===== src/rtl/conv_mem_arbiter.sv =====
// rtl/conv_mem_arbiter.sv - shares the conv1d single-port data memory between accelerator and host
// Anti-starvation guard (FORCE state, wait_cnt) is built only when CONV_ARB_ANTISTARVE_EN is defined.
module conv_mem_arbiter #(
  parameter int ADDR_W   = 16,
  parameter int DATA_W   = 32,
  parameter int MAX_WAIT = 8
) (
  input  logic              clk,
  input  logic              rst_n,
  input  logic              acc_busy,
  input  logic              acc_req,
  input  logic              acc_we,
  input  logic [ADDR_W-1:0] acc_addr,
  input  logic [DATA_W-1:0] acc_wdata,
  output logic              acc_gnt,
  output logic              acc_rvalid,
  input  logic              host_req,
  input  logic              host_we,
  input  logic [ADDR_W-1:0] host_addr,
  input  logic [DATA_W-1:0] host_wdata,
  output logic              host_gnt,
  output logic              host_rvalid,
  output logic [DATA_W-1:0] rdata,
  output logic              mem_req,
  output logic              mem_we,
  output logic [ADDR_W-1:0] mem_addr,
  output logic [DATA_W-1:0] mem_wdata,
  input  logic [DATA_W-1:0] mem_rdata
);

  typedef enum logic [1:0] {
    HOST_PRIO = 2'd0,
    ACC_PRIO  = 2'd1,
    FORCE     = 2'd2
  } state_e;

  typedef enum logic [1:0] {
    OWN_NONE = 2'd0,
    OWN_ACC  = 2'd1,
    OWN_HOST = 2'd2
  } owner_e;

  state_e state_q, state_d;
  owner_e rd_owner_q, rd_owner_d;
  logic   host_first;
  logic   force_host;

`ifdef CONV_ARB_ANTISTARVE_EN
  localparam logic [7:0] WAIT_MAX  = 8'(MAX_WAIT);
  localparam logic [7:0] WAIT_LAST = 8'(MAX_WAIT - 1);

  logic [7:0] wait_cnt_q, wait_cnt_d;
  logic       host_denied;

  assign host_denied = host_req & ~host_gnt;
  // Host has waited MAX_WAIT denied cycles once this cycle is also denied.
  assign force_host  = host_denied && (wait_cnt_q == WAIT_LAST);

  always_comb begin
    wait_cnt_d = wait_cnt_q;
    if ((state_q != ACC_PRIO) || !host_denied) begin
      wait_cnt_d = 8'd0;
    end else if (wait_cnt_q != WAIT_MAX) begin
      wait_cnt_d = wait_cnt_q + 8'd1;
    end
  end

  always_ff @(posedge clk or negedge rst_n) begin
    if (!rst_n) begin
      wait_cnt_q <= 8'd0;
    end else begin
      wait_cnt_q <= wait_cnt_d;
    end
  end
`else
  logic unused_max_wait;
  assign unused_max_wait = ^8'(MAX_WAIT);
  assign force_host      = 1'b0;
`endif

  always_ff @(posedge clk or negedge rst_n) begin
    if (!rst_n) begin
      state_q    <= HOST_PRIO;
      rd_owner_q <= OWN_NONE;
    end else begin
      state_q    <= state_d;
      rd_owner_q <= rd_owner_d;
    end
  end

  // Falling acc_busy takes precedence over a pending forced host slot.
  always_comb begin
    state_d = state_q;
    case (state_q)
      HOST_PRIO: if (acc_busy) state_d = ACC_PRIO;
      ACC_PRIO: begin
        if (!acc_busy) begin
          state_d = HOST_PRIO;
        end else if (force_host) begin
          state_d = FORCE;
        end
      end
      FORCE:     state_d = acc_busy ? ACC_PRIO : HOST_PRIO;
      default:   state_d = HOST_PRIO;
    endcase
  end

  assign host_first = (state_q != ACC_PRIO);

  // No grant is issued while reset is asserted, so nothing reaches memory.
  always_comb begin
    acc_gnt   = 1'b0;
    host_gnt  = 1'b0;
    mem_we    = 1'b0;
    mem_addr  = '0;
    mem_wdata = '0;
    if (rst_n) begin
      host_gnt = host_req & (host_first | ~acc_req);
      acc_gnt  = acc_req & ~(host_first & host_req);
    end
    if (host_gnt) begin
      mem_we    = host_we;
      mem_addr  = host_addr;
      mem_wdata = host_wdata;
    end else if (acc_gnt) begin
      mem_we    = acc_we;
      mem_addr  = acc_addr;
      mem_wdata = acc_wdata;
    end
    mem_req = acc_gnt | host_gnt;
  end

  always_comb begin
    rd_owner_d = OWN_NONE;
    if (acc_gnt && !acc_we) begin
      rd_owner_d = OWN_ACC;
    end else if (host_gnt && !host_we) begin
      rd_owner_d = OWN_HOST;
    end
  end

  assign acc_rvalid  = (rd_owner_q == OWN_ACC);
  assign host_rvalid = (rd_owner_q == OWN_HOST);
  assign rdata       = mem_rdata;

endmodule


===== config.mk =====
export PLATFORM = sky130hd
export DESIGN_NAME = conv_mem_arbiter
export DESIGN_NICKNAME = d
export VERILOG_FILES = /design/src/rtl/conv_mem_arbiter.sv
export SDC_FILE = /design/constraint.sdc
export NUM_CORES = 1
export LEC_CHECK = 0
export BUFFER_PORTS_ARGS = -buffer_cell sky130_fd_sc_hd__buf_2
export CAP_MARGIN = 20
export CORE_AREA = 3 3 85 87
export DETAILED_ROUTE_END_ITERATION = 12
export DIE_AREA = 0 0 88 90
export PLACE_DENSITY = 0.63
export SYNTH_ARGS = -nofsm -noshare
export SYNTH_HDL_FRONTEND = slang
export SYNTH_SLANG_ARGS = --single-unit
export TNS_END_PERCENT = 1

===== constraint.sdc =====
create_clock -name clk -period 1.3 [get_ports clk]
set_input_delay 0.065 -clock clk [delete_from_list [all_inputs] [get_ports clk]]
set_output_delay 0.065 -clock clk [all_outputs]
set_load 0.01 [all_outputs]

* After elaboration in Yosys (flattened, before gate mapping) *
Cells that the tools add are included.

word-level totals
  register bits after elaboration = 4
  output and inout bits = 86

operators by class
  equal/unequal tests = 7
  muxes and demuxes = 14
  bitwise gates (word level) = 7
  reduce and logical (&&, ||, !) cells = 6

operators by type and width
  cell                number
  $mux 32             2
  $mux 16             2
  $mux 2              4
  $pmux 2 s3          1
  $mux 1              5
  $eq 2x1->1 const B  2
  $eq 2x2->1 const B  2
  $ne 2x2->1 const B  2
  $and 1x1->1         3
  $logic_and 1x1->1   2
  $logic_not 1->1     2
  $logic_not 2->1     1
  $ne 2x1->1 const B  1
  $not 1->1           2
  $or 1x1->1          2
  $reduce_and 2->1    1

* Longest topological paths before layout *
  depth in word-level cells = 7
  gate-level depth with buffers = 5

* Least setup slack after synthesis *
Ideal clock, no wire load.

  kind = reg2out
  from = reg state_q[0]
  to = out mem_wdata[0]
  arrival time = 923 ps
  data required time = 1235 ps
  slack = 312 ps
  stages on the path, launching flop included = 5
  buffers on the path = 1
  path through = dfrtp_1 -> nand2_1 -> nand2_1 -> buf_2 -> o22ai_1

on the way
  word-level cells in the longest chain between the ends = 7

ends and longest elaborated chain
  item                    line  RTL
  start, declared         43    state_e state_q, state_d;
  start signal, assigned  86    state_q <= state_d;
  $ne 2x1->1 (*)          108   assign host_first = (state_q != ACC_PRIO);
  $and 1x1->1             119   acc_gnt = acc_req & ~(host_first & host_req);
  $not 1->1               119
  $and 1x1->1             119
  $mux 1                  117   if (rst_n) begin
  $mux 32                 125   end else if (acc_gnt) begin
  $mux 32 (*)             121   if (host_gnt) begin
  end, declared           27    output logic [DATA_W-1:0] mem_wdata,

Mark *: on every way between the ends. The rest lies on a longest branch, timed or not.

* Worst setup path after layout *
  from = reg state_q[0]
  to = out mem_wdata[17]

The elaborated chain is that of the path after synthesis.

==> summary.md <==
| Metric | Value |
|---|---|
| Worst skew pair latency | `220 ps` |
| WHS Path Cells | `2` |
| Reg2reg end | `rd_owner_q[0]` |
| Die X | `88 µm` |
| Setup violations, final | `49` |
| Max Fclk | `719 MHz` |
| Placed insts | `401` |
| Critical R2R Launch | `state_q[0]` |
| Initial antenna violation count | `0` |
| Synth-to-layout area growth | `54.6%` |
| XOR/XNOR Fraction of Synth Area | `0` |
| Total Wirelength | `4630 µm` |
| Failing checks | `negative setup slack` |
| DR WL/cell | `11.4 µm` |
| Post-DRT Antenna Nets | `0` |
| Final setup margin | `-90.8 ps` |
| CTS tree | `done` |
| Post-layout total power | `993 µW` |
| Post-synthesis register bit count | `3` |
| Vias in the first global route | `1586` |
| Num CTS Buffers | `3` |
| Via-to-Cell Ratio | `4.54` |
| Initial Utilization | `0.189` |
| Critical Path Sink Type | `output pin` |
| Reg2Reg Depth | `3` |
| Min-delay worst type | `in -> reg` |
| Mapped Nets | `352` |
| Seq/Total Area, Yosys | `0.0619` |
| Gr usage total | `0.0989` |
| Clock Path Buffers | `2` |
| Status | `finished, violations left` |
| Core outline area | `6420 µm²` |
| First-pass DRT Iterations | `4` |
| Max-slew violation count | `0` |
| Mux cell area share after synthesis | `0` |
| Routability cong. | `0.721` |
| Nets@finish | `466` |
| RSZ-0062 raised after global routing | `true` |
| PortBufs | `156` |
| Die Y-Extent | `90 µm` |
| Unique masters post-synth | `13` |
| Clk_skew | `2.41 ps` |
| Synth area leader | `nand2_1` |
| Final std cells w/o fill | `407` |
| Pwr dens | `529 nW/µm²` |
| GR Overflow Total | `0` |
| Top cells by area, synth | `nand2_1 31%, o22ai_1 25%, buf_4 20%` |
| Reg2Reg Setup Slack | `270 ps` |
| Largest net degree at the start of global routing | `52` |
| Clock sinks | `3` |
| H-tree depth | `1` |
| Dpl hpwl | `3570 µm` |
| Share of cells above drive strength 1 | `0.509` |
| Post-Syn Area | `1210 µm²` |
| Leakage Power | `0.00110 µW` |
| Area share of and/or/nand/nor cells after synthesis | `0.340` |
| VDD IR max | `0.704 mV` |
| Compound-Gate Fraction of Synth Area | `0.266` |
| Die footprint | `7920 µm²` |
| Synth Area per Inst | `5.59 µm²` |
| Drt drc | `0` |
| Worst slew pin tran | `225 ps` |
| Min-delay src | `host_we` |
| Top cell type's share of synthesized area | `0.309` |
| Slew HR | `0.850` |
| Crit path DAT | `1330 ps` |
| Worst Path Required | `1240 ps` |
| Critical path class | `reg -> out` |
| Antenna diodes | `0` |
| Final min period | `1390 ps` |
| First-pass GRT wire length | `6710 µm` |
| Number of I/O pins | `221` |
| Crit path launch type | `flop` |
| Crit Path Max Fanout | `30` |
| CTS root buffer | `clkbuf_8` |
| Clk slew on worst S/H paths | `30 ps` |
| Worst Hold End | `rd_owner_q[1]` |
| Adder and majority gate portion of the synthesized area | `0` |
| Routed via count | `1848` |
| Row cnt | `29` |
| Crit share post-route | `1.07` |
| Largest family of logic cells by synthesized area | `simple AND/OR/NAND/NOR gates` |
| Cells after Synth | `217` |
| Drt initial violations | `59` |
| Endpoints failing hold | `0` |
| Synth warnings | `0` |
| CP startpoint | `state_q[0]` |
| Max_cap viols | `0` |
[through the flow]
step / hold WS (ps) / area (µm²) / setup TNS, ps / util / setup slack (ps)
after floorplan: -231 / 1210 / 0 / - / 312
after global placement: 79.5 / 1800 / 0 / 0.280 / 183
after detailed placement: 86.4 / 1800 / 0 / 0.280 / 137
after CTS: 18.9 / 1860 / -3100 / 0.290 / -89.9
after global routing: 25.4 / 1880 / -5310 / 0.292 / -135
final: 16.7 / 1880 / -3210 / 0.292 / -90.8
[what timing repair did]
item | in CTS | in global routing
endpoints found under the setup margin | 49 | 51
pin swaps | 1 | 0
setup buffers | 0 | 0
hold endpoints to repair | 4 | 0
resized for setup | 0 | 3
hold buffers | 2 | 0
gates cloned | 0 | 0
[critical path: stages, from the launching register on]
cell     delay, ps
dfrtp_1        400
o21ai_4        230
buf_12         210
o22ai_1        110
buf_2          150
[cells in the mapped netlist]
cell and count:
nor2b_1 2, inv_1 1, dfrtp_1 3, o21ai_4 1
nor3_1 2, buf_6 7, buf_4 33, buf_2 13
o22ai_1 49, nand2_1 100, clkbuf_1 1, nor2_1 4
inv_2 1
[cells in the final DEF, fill, tap and decap left out, drive strengths merged]
cell type    instances
buf                161
clkbuf               4
dfrtp                3
dlygate4sd3          2
inv                  2
nand2              100
nor2                 4
nor2b                2
nor3                 2
o21ai                1
o22ai               49
[state kept, by name, indices dropped and copies added, names as in the netlist]
register	cells
rd_owner_q	2
state_q	1
[worst max-delay path by stage]
| stage | slack [ps] | cells after the start | endpoint |
|---|---|---|---|
| finish | -90 | 4 | mem_wdata[17] |
| global route | -130 | 4 | mem_wdata[16] |
| CTS | -90 | 4 | mem_wdata[0] |
| detailed placement | 140 | 4 | mem_wdata[0] |
| global placement | 180 | 4 | mem_wdata[12] |
| floorplan | 310 | 4 | mem_wdata[0] |
[report_power, final]
part	switching, µW	internal, µW	total, µW
Combinational	314	301	615
Clock	66.8	210	276
Sequential	3.41	97.8	101
[area by class of cell]
cell class	count	area [µm²]
Clock buffer	4	45.0
Fill cell	726	4550
Inverter	2	7.51
Multi-Input combinational cell	158	746
Sequential cell	3	75.1
Tap cell	77	96.3
Timing Repair Buffer	163	907
[routing by layer]
metal	GRT usage	up-vias	share of wire
met4	0.0358	0	0.017
met2	0.213	120	0.51
li1	-	922	-
met5	0	-	0
met3	0.0110	16	0.12
met1	0.0869	790	0.35
[cell families (layout without fill, tap and decap cells)]
logic type / count (synthesis) / after routing
AND/OR/NAND/NOR: 108 / 108
buffers and inverters: 56 / 169
AO/OA/AOI/OAI: 50 / 50
flip-flops: 3 / 3
Note: power is estimated with default switching activity, not from simulation.
